[src/rtl/pwm_deadtime_l1_if.sv]
// Signal bundle between the PWM generator side and the dead-time stage.
// Widths of the dead-time fields follow DT_WIDTH and must match the stage's DT_WIDTH.
interface pwm_deadtime_l1_if #(
    parameter int unsigned DT_WIDTH = 16
);
    logic                ce;
    logic                enable;
    logic                pwm_in;
    logic [DT_WIDTH-1:0] dead_time_rise;
    logic [DT_WIDTH-1:0] dead_time_fall;
    logic                fault;
    logic                fault_clear;
    logic                hs_out;
    logic                ls_out;
    logic                fault_latched;
    logic [2:0]          state_o;

    modport master (
        output ce, enable, pwm_in, dead_time_rise, dead_time_fall, fault, fault_clear,
        input  hs_out, ls_out, fault_latched, state_o
    );

    modport slave (
        input  ce, enable, pwm_in, dead_time_rise, dead_time_fall, fault, fault_clear,
        output hs_out, ls_out, fault_latched, state_o
    );
endinterface

[src/rtl/pwm_deadtime_l1.sv]
// Dead-time insertion: complementary high/low-side gate commands with both-off gaps.
// Optional FAULT_AUTORETRY_EN: sticky fault self-clears after RETRY_CYCLES fault-free cycles.
module pwm_deadtime_l1 #(
    parameter int unsigned DT_WIDTH     = 16,
    parameter int unsigned RETRY_CYCLES = 1000
) (
    input logic                aclk,
    input logic                resetn,
    pwm_deadtime_l1_if.slave   bus
);
    typedef enum logic [2:0] {
        S_OFF     = 3'd0,
        S_LS_ON   = 3'd1,
        S_DT_RISE = 3'd2,
        S_HS_ON   = 3'd3,
        S_DT_FALL = 3'd4
    } state_t;

    state_t              r_state;
    state_t              w_next;
    logic [DT_WIDTH-1:0] r_cnt;
    logic [DT_WIDTH-1:0] r_dt;
    logic                r_hs;
    logic                r_ls;
    logic                r_flt;
    logic                w_flt_next;
    logic                w_hs_next;
    logic                w_ls_next;
    logic                w_dt_done;
    logic                w_in_dt;
    logic                w_dt_entry;

    assign w_dt_done  = (r_cnt == r_dt);
    assign w_in_dt    = (r_state == S_DT_RISE) || (r_state == S_DT_FALL);
    assign w_dt_entry = ((w_next == S_DT_RISE) || (w_next == S_DT_FALL)) && (w_next != r_state);

    // A reversal of pwm_in inside a dead-time interval takes priority over completion,
    // so the switch that was about to turn on never does.
    always_comb begin
        w_next = r_state;
        if (bus.fault || r_flt || !bus.enable) begin
            w_next = S_OFF;
        end else begin
            case (r_state)
                S_OFF:     w_next = bus.pwm_in ? S_DT_RISE : S_DT_FALL;
                S_LS_ON:   if (bus.pwm_in) w_next = S_DT_RISE;
                S_DT_RISE: begin
                    if (!bus.pwm_in)    w_next = S_LS_ON;
                    else if (w_dt_done) w_next = S_HS_ON;
                end
                S_HS_ON:   if (!bus.pwm_in) w_next = S_DT_FALL;
                S_DT_FALL: begin
                    if (bus.pwm_in)     w_next = S_HS_ON;
                    else if (w_dt_done) w_next = S_LS_ON;
                end
                default:   w_next = S_OFF;
            endcase
        end
        w_hs_next = (w_next == S_HS_ON);
        w_ls_next = (w_next == S_LS_ON);
    end

`ifdef FAULT_AUTORETRY_EN
    localparam int unsigned RW = (RETRY_CYCLES > 1) ? $clog2(RETRY_CYCLES) : 1;
    logic [RW-1:0] r_retry;
    logic          w_retry_done;

    assign w_retry_done = r_flt && !bus.fault && (r_retry == RW'(RETRY_CYCLES - 1));

    always_ff @(posedge aclk or negedge resetn) begin
        if (!resetn) begin
            r_retry <= '0;
        end else if (!r_flt || bus.fault || w_retry_done) begin
            r_retry <= '0;
        end else begin
            r_retry <= r_retry + RW'(1);
        end
    end
`else
    logic w_retry_done;
    logic w_unused_retry;
    assign w_retry_done   = 1'b0;
    assign w_unused_retry = (RETRY_CYCLES == 0);
`endif

    always_comb begin
        w_flt_next = r_flt;
        if (bus.fault)            w_flt_next = 1'b1;
        else if (bus.fault_clear) w_flt_next = 1'b0;
        else if (w_retry_done)    w_flt_next = 1'b0;
    end

    always_ff @(posedge aclk or negedge resetn) begin
        if (!resetn) begin
            r_state <= S_OFF;
            r_hs    <= 1'b0;
            r_ls    <= 1'b0;
            r_flt   <= 1'b0;
        end else begin
            r_state <= w_next;
            r_hs    <= w_hs_next;
            r_ls    <= w_ls_next;
            r_flt   <= w_flt_next;
        end
    end

    // Dead time is captured on entry so mid-interval edits cannot stretch or cut it.
    always_ff @(posedge aclk or negedge resetn) begin
        if (!resetn) begin
            r_cnt <= '0;
            r_dt  <= '0;
        end else if (w_dt_entry) begin
            r_cnt <= '0;
            r_dt  <= (w_next == S_DT_RISE) ? bus.dead_time_rise : bus.dead_time_fall;
        end else if (w_in_dt && bus.ce && !w_dt_done) begin
            r_cnt <= r_cnt + DT_WIDTH'(1);
        end
    end

    assign bus.hs_out        = r_hs;
    assign bus.ls_out        = r_ls;
    assign bus.fault_latched = r_flt;
    assign bus.state_o       = r_state;
endmodule

[src/flat_wrapper.sv]
// flat-port wrapper written by rule: the top's interface ports become plain ports
module pwm_deadtime_l1_flat 
#(
    parameter int unsigned DT_WIDTH     = 16,
    parameter int unsigned RETRY_CYCLES = 1000
)
  (aclk, resetn, bus_ce, bus_enable, bus_pwm_in, bus_dead_time_rise, bus_dead_time_fall, bus_fault, bus_fault_clear, bus_hs_out, bus_ls_out, bus_fault_latched, bus_state_o);
  pwm_deadtime_l1_if #(.DT_WIDTH(DT_WIDTH)) bus_i ();
  input logic aclk;
  input logic resetn;
  input wire logic [$bits(bus_i.ce)-1:0] bus_ce;
  input wire logic [$bits(bus_i.enable)-1:0] bus_enable;
  input wire logic [$bits(bus_i.pwm_in)-1:0] bus_pwm_in;
  input wire logic [$bits(bus_i.dead_time_rise)-1:0] bus_dead_time_rise;
  input wire logic [$bits(bus_i.dead_time_fall)-1:0] bus_dead_time_fall;
  input wire logic [$bits(bus_i.fault)-1:0] bus_fault;
  input wire logic [$bits(bus_i.fault_clear)-1:0] bus_fault_clear;
  output wire logic [$bits(bus_i.hs_out)-1:0] bus_hs_out;
  output wire logic [$bits(bus_i.ls_out)-1:0] bus_ls_out;
  output wire logic [$bits(bus_i.fault_latched)-1:0] bus_fault_latched;
  output wire logic [$bits(bus_i.state_o)-1:0] bus_state_o;
  assign bus_i.ce = bus_ce;
  assign bus_i.enable = bus_enable;
  assign bus_i.pwm_in = bus_pwm_in;
  assign bus_i.dead_time_rise = bus_dead_time_rise;
  assign bus_i.dead_time_fall = bus_dead_time_fall;
  assign bus_i.fault = bus_fault;
  assign bus_i.fault_clear = bus_fault_clear;
  assign bus_hs_out = bus_i.hs_out;
  assign bus_ls_out = bus_i.ls_out;
  assign bus_fault_latched = bus_i.fault_latched;
  assign bus_state_o = bus_i.state_o;
  pwm_deadtime_l1 #(.DT_WIDTH(DT_WIDTH), .RETRY_CYCLES(RETRY_CYCLES)) u_core (.aclk(aclk), .resetn(resetn), .bus(bus_i));
endmodule
[config.mk]
export PLATFORM = sky130hd
export DESIGN_NAME = pwm_deadtime_l1_flat
export DESIGN_NICKNAME = d
export VERILOG_FILES = /design/src/rtl/pwm_deadtime_l1_if.sv /design/src/rtl/pwm_deadtime_l1.sv /design/src/flat_wrapper.sv
export SDC_FILE = /design/constraint.sdc
export NUM_CORES = 1
export LEC_CHECK = 0
export ABC_AREA = 1
export CORE_MARGIN = 5
export CORE_UTILIZATION = 53
export CTS_CLUSTER_SIZE = 8
export DETAILED_ROUTE_END_ITERATION = 7
export HOLD_SLACK_MARGIN = 0.02
export PLACE_DENSITY = 0.8
export SLEW_MARGIN = 0
export SYNTH_ARGS = -nofsm -noshare
export SYNTH_HDL_FRONTEND = slang
export SYNTH_SLANG_ARGS = --single-unit
[constraint.sdc]
create_clock -name aclk -period 2.3 [get_ports aclk]
set_clock_uncertainty 0.05 [all_clocks]
set_input_delay 0.23 -clock aclk [delete_from_list [all_inputs] [get_ports aclk]]
set_output_delay 0.23 -clock aclk [all_outputs]
set_load 0.05 [all_outputs]
==> impl_metrics.ini, run 1 <==
[hold_path]
hold_end = u_core.bus.fault_latched
hold_class = in -> reg
min-delay-start = bus_fault_clear
min_path_cells = 2

[route]
drc_errors = 0
drt_iter0_drc = 144
vias = 2502
antenna_left = 0
wl_per_cell_um = 12.2
dr.pass1.iters = 5
via_per_inst = 4.83
drt-total-wl_mm = 6.34

[clock_network]
clock-sinks = 38
insertion_delay_ns = 0.30
cts_tree = yes
path_clk_slew_ns = 0.08
cts_buffers = 5
clock_path_buffers = 2
clock-root-buffer = clkbuf_8
htreeDepth = 2

[cells_and_area]
final_common_cell = nand2_1
area_growth_syn_to_layout_pct = 31.6
nFillCells = 386
drive_gt1_frac = 0.164
antenna_cells = 0
multi_input_area_sq_mm = 0.00140
final_cell_mix = nand2_1 (137), inv_1 (44), clkdlybuf4s50_1 (43)
fin_nets = 490
fin_area_sq_mm = 0.00339
regArea_sq_um = 955

[floorplanning]
fp-row-count = 25
start_util = 0.545
die_x_um = 79.7
io_pins = 45
core_sq_mm = 0.00472
die-area_sq_mm = 0.00635
die_h_um = 79.7

[logic_synthesis]
yosys.area.top_type_share = 0.369
synth_nets = 431
synth-compound-area-share = 0.0301
synth.area.top_cells = dfrtp_1 (37%), nand2_1 (20%), nand3_1 (8.4%), nor2_1 (6.7%), inv_1 (6.6%)
yosysTopAreaCell = dfrtp_1
syn_area_sq_mm = 0.00257
ys_seq_elements = 38
synthCells = 391
syn_area_per_cell_sq_um = 6.59
seq_area_frac_synth = 0.369
synthMuxAreaShare = 0
yosys.area_share.simple = 0.445
synthXorXnorAreaFrac = 0.0374
yosys.area_share.adder = 0.00486
synth.distinct_cells = 29
synth_top_family_by_area = simple AND/OR/NAND/NOR gates
yosysWarnings = 0

[power]
p_int_w = 0.00144
peakVddDrop_mv = 0.362
comb_power_share = 0.322
switching_power_w = 0.000808
switching_share = 0.359
p_seq_frac = 0.426
power.density_mw_per_mm2 = 664
p_clk_frac = 0.252
p_leak_nw = 1.78

[grt]
grt_pass1_wl_mm = 10.5
grt_max_degree = 39
grt_use_total = 0.210
grt_antenna_before_repair = 0
grt_pass1_vias = 2381
globalRouteOverflowTotal = 0

[status]
status = complete, no violations

[placement]
placed_cell_area_sq_mm = 0.00311
port-buffer-count = 44
dp_hpwl_mm = 4.60
gp_congestion = 0.858

[sta]
drv_slew = 0
fmax_mhz = 460
hold_viol = 0
tightest_slew_ns = 0.851
relSlewSlack = 0.433
tns_ns = 0
finalCriticalPeriod_ns = 2.17
setup_violations = 0
min_period_over_period = 0.945

[setup_path]
slowest_stage = dfrtp_1
rrSetupSlack_ns = 0.13
r2r-start = u_core.bus.state_o[0]
start_kind = register
ff2ff_path_depth = 12
path_cells = nor2_2 -> inv_1 -> nor2_1 -> nor2_1 -> nor2_2 -> nand4_1 -> nor2_2 -> nand3_1 -> nor2_1 -> nand3_1 -> nand2_1 -> nor2_1
cp_common_cell = nor2_1
critPathCaptureType = register
cp_max_fo = 6
max_stage_delay_ns = 0.48
crit_type = reg -> reg
crit_required_ns = 2.44
regToRegEndpoint = u_core.r_cnt[15]
arrival_ns = 2.32

[flow_run]
drv_cap = 0
[state kept, by name, summed over array words and instances, names as in the netlist]
signal,flops
u_core.r_cnt,16
u_core.bus.ls_out,1
u_core.bus.hs_out,1
u_core.bus.state_o,3
u_core.r_dt,16
u_core.bus.fault_latched,1
[worst max path at each step]
| stage | from | to | slack, ns | cells after the start |
|---|---|---|---|---|
| 3_5_place_dp | bus_fault | u_core.r_cnt[15] | 0.09 | 13 |
| 3_3_place_gp | u_core.bus.state_o[0] | u_core.r_cnt[15] | 0.20 | 12 |
| 6_report | u_core.bus.state_o[0] | u_core.r_cnt[15] | 0.13 | 12 |
| 4_1_cts | u_core.bus.state_o[0] | u_core.r_cnt[15] | 0.12 | 12 |
| 2_1_floorplan | u_core.bus.fault_latched | u_core.r_dt[3] | 0.13 | 13 |
| 5_1_grt | u_core.r_cnt[7] | u_core.r_cnt[15] | -0.05 | 18 |
[cells by family (layout without fill, tap and decap cells)]
family                     count (synthesis)  in the layout
AOI/OAI and AO/OA                         14             14
xor gates and xnor gates                  11             11
adders and majority gates                  1              1
buffers and inverters                     68            128
DFF                                       38             38
and+or+nand+nor                          259            259
[per-layer routing]
metal	global-route usage	up-vias	routed length, um
met5	0	-	0
met2	0.344	72	3080
met1	0.281	1111	2860
li1	-	1312	-
met4	0.0670	0	82
met3	0.0395	7	321
[stage by stage]
stage	power (W)	cells	utilization	hold WS, ns	setup WS (ns)
4_1_cts	0.00222	509	0.684	0.437	0.124
5_1_grt	0.00241	518	0.718	0.453	-0.0457
3_5_place_dp	0.00165	500	0.659	0.335	0.0922
2_1_floorplan	0.00143	391	-	-0.116	0.133
3_3_place_gp	0.00162	500	0.659	0.336	0.196
6_report	0.00225	518	0.718	0.445	0.128
[Yosys cell counts (all sizes together)]
master	n
nand4	4
buf	11
clkinv	1
nor3	3
dfrtp	38
nand2	157
nor3b	1
nand3	44
o21ai	10
nor4	1
nor2	49
o21bai	2
ha	1
xor2	9
a21oi	1
clkbuf	1
inv	55
xnor2	2
a22oi	1
[critical path: cells and delay by family, from the launching register on]
kind,cells,cell delay (ns)
flops,1,0.48
simple gates,11,1.43
buf+inv,1,0.09
[layout make-up]
class,instances,share of cell area
sequential,38,0.282
timing repair buffer,64,0.187
clock inverter,3,0.0118
inverter,56,0.0628
multi-input combinational,285,0.412
tap,67,0.0247
clock buffer,5,0.0203
[repair_timing]
item	in CTS	in global routing
hold endpoints to repair	38	0
hold buffers	1	0
buffers inserted	0	8
resized for setup	0	21
setup endpoints to repair	0	30
[power groups by stage]
stage                     Sequential [W]  Combinational (W)  Clock, W
after floorplan                 0.000928           0.000501         0
after global placement          0.000960           0.000658         0
after detailed placement        0.000970           0.000683         0
after CTS                       0.000958           0.000689  0.000571
after global routing            0.000980           0.000831  0.000598
final                           0.000960           0.000724  0.000567
Power figures use the tool's default switching activity.
==> inputs of run 2 (changes only) <==
--- a/config.mk
+++ b/config.mk
@@ -8,6 +8,7 @@
 export ABC_AREA = 1
 export CORE_MARGIN = 5
 export CORE_UTILIZATION = 53
+export CTS_CLUSTER_DIAMETER = 150
 export CTS_CLUSTER_SIZE = 8
 export DETAILED_ROUTE_END_ITERATION = 7
 export HOLD_SLACK_MARGIN = 0.02
==> results of run 2 <==
No change in the layout: final DEF, timing and power equal those of run 1.
==> inputs of run 3 (changes only) <==
--- a/config.mk
+++ b/config.mk
@@ -7,12 +7,11 @@
 export LEC_CHECK = 0
 export ABC_AREA = 1
 export CORE_MARGIN = 5
-export CORE_UTILIZATION = 53
+export CORE_UTILIZATION = 25
 export CTS_CLUSTER_DIAMETER = 150
 export CTS_CLUSTER_SIZE = 8
 export DETAILED_ROUTE_END_ITERATION = 7
 export HOLD_SLACK_MARGIN = 0.02
-export PLACE_DENSITY = 0.8
 export SLEW_MARGIN = 0
 export SYNTH_ARGS = -nofsm -noshare
 export SYNTH_HDL_FRONTEND = slang
==> run 3 against run 2 <==
The run now ends with negative hold slack left. Clock power decreased by 12%. Critical endpoint is now u_core.r_dt[1]. Total power fell by 3.0%. Maximum frequency is 0.36% higher. Global-route usage shrank 11 points. Largest power group unchanged.
==> impl_metrics.ini, run 3 (same netlist as run 1, synthesis figures left out) <==
[status]
status = finished with violations
failed_checks = negative hold slack

[floorplanning]
core_sq_mm = 0.0102
die-area_sq_mm = 0.0124
start_util = 0.253
die_h_um = 111
io_pins = 45
die_x_um = 111
fp-row-count = 37

[flow_run]
drv_cap = 0

[setup_path]
cp_common_cell = nand2_1
slowest_stage = dfrtp_1
cp_top_family = simple AND/OR/NAND/NOR gates
cp_max_fo = 6
worst-path-buf-inv = 3
max_stage_delay_ns = 0.49
crit_type = reg -> reg
regToRegEndpoint = u_core.r_dt[1]
critPathCaptureType = register
rrSetupSlack_ns = 0.14
start_kind = register
arrival_ns = 2.30
r2r-start = u_core.r_cnt[11]
ff2ff_path_depth = 16
crit_required_ns = 2.44
path_cells = inv_2 -> nand2_1 -> nand2_1 -> nor2_1 -> nand2_1 -> nor2_2 -> nand3_1 -> nand2_1 -> inv_1 -> nand2_2 -> nand2_4 -> nand2_2 -> nand3_4 -> clkbuf_16 -> nand3_1 -> nand2_1

[power]
comb_power_share = 0.333
peakVddDrop_mv = 0.299
p_clk_frac = 0.229
switching_share = 0.373
power.density_mw_per_mm2 = 630
p_leak_nw = 1.79
switching_power_w = 0.000814
p_seq_frac = 0.438
p_int_w = 0.00137
fin_total_pwr_w = 0.00218

[grt]
grt_pass1_vias = 2400
grt_max_degree = 39
grt_use_total = 0.105
grt_pass1_wl_mm = 11.0
globalRouteOverflowTotal = 0
grt_antenna_before_repair = 0

[sta]
tightest_slew_ns = 0.866
fmax_mhz = 462
relSlewSlack = 0.423
drv_slew = 0
hold_slack_ns = -0.00424
setup_violations = 0
finalCriticalPeriod_ns = 2.16
tns_ns = 0
rsz0062_at_grt = yes
min_period_over_period = 0.941
hold_viol = 4

[clock_network]
path_clk_slew_ns = 0.08
clock_path_buffers = 2
clock-sinks = 38
cts_buffers = 5
htreeDepth = 2
clock-root-buffer = clkbuf_8
cts_tree = yes
insertion_delay_ns = 0.30

[cells_and_area]
drive_gt1_frac = 0.156
final_cell_mix = nand2_1 (138), inv_1 (44), nor2_1 (43), nand3_1 (43), clkdlybuf4s50_1 (43)
area_growth_syn_to_layout_pct = 34.6
final_common_cell = nand2_1
antenna_cells = 0
fin_nets = 494

[hold_path]
hold_class = in -> async

[route]
drt_iter0_drc = 133
drc_errors = 0
drt-total-wl_mm = 6.61
antenna_left = 0
wl_per_cell_um = 11.2
vias = 2507
via_per_inst = 4.24
dr.pass1.iters = 4

[placement]
port-buffer-count = 44
gp_congestion = 0.823
dp_hpwl_mm = 4.93
-- run 3: final cells by class --
cell class	count	area, sq um
flip-flops and latches	38	951
multi-input cells	286	1370
fillers	1077	6720
well taps	136	170
clock buffers	6	82.6
clock inverters	2	12.5
repair buffers	67	667
inverters	56	213
-- run 3: metrics by stage --
step	worst slack, ns	std cells	utilization	instance area, sq um	hold slack [ns]
floorplan	0.133	391	-	2570	-0.116
global route	-0.00644	591	0.340	3470	0.0692
finish	0.135	591	0.340	3470	-0.00424
global placement	0.123	572	0.314	3200	0.354
CTS	0.110	580	0.323	3290	0.0353
detailed placement	0.0929	572	0.314	3200	0.351
-- run 3: what timing repair did --
item,4_1_cts,5_1_grt
endpoints found under the hold margin,0,0
setup endpoints to repair,0,32
hold buffers,0,0
gates resized for setup,0,15
setup buffers,0,8
-- run 3: worst register-to-register path, stage by stage (launching register included) --
cell	delay [ns]
dfrtp_1	0.49
inv_2	0.05
nand2_1	0.05
nand2_1	0.06
nor2_1	0.08
nand2_1	0.09
nor2_2	0.20
nand3_1	0.10
nand2_1	0.06
inv_1	0.04
nand2_2	0.08
nand2_4	0.08
nand2_2	0.08
nand3_4	0.18
clkbuf_16	0.22
nand3_1	0.09
nand2_1	0.05
-- run 3: worst max-delay path by stage --
stage / from / to / slack, ns / cells past startpoint
2_1_floorplan: u_core.bus.fault_latched / u_core.r_dt[3] / 0.13 / 13
3_3_place_gp: bus_fault / u_core.r_cnt[9] / 0.12 / 12
3_5_place_dp: bus_fault / u_core.r_cnt[11] / 0.09 / 12
4_1_cts: u_core.r_cnt[11] / u_core.r_cnt[13] / 0.11 / 16
5_1_grt: u_core.r_cnt[14] / u_core.r_dt[6] / -0.006 / 16
6_report: u_core.r_cnt[11] / u_core.r_dt[1] / 0.14 / 16
-- run 3: metal layers --
metal,vias up,global-route usage,part of all wire
li1,1321,-,-
met1,1111,0.144,0.48
met2,68,0.169,0.45
met3,7,0.0234,0.054
met4,0,0.0268,0.0088
met5,-,0,0
-- run 3: power by group through the flow --
stage | sequential, W | combinational, W | clock, W
finish | 0.000955 | 0.000728 | 0.000499
global route | 0.000981 | 0.000840 | 0.000539
detailed placement | 0.000966 | 0.000692 | 0
global placement | 0.000962 | 0.000673 | 0
CTS | 0.000955 | 0.000698 | 0.000510
floorplan | 0.000928 | 0.000501 | 0
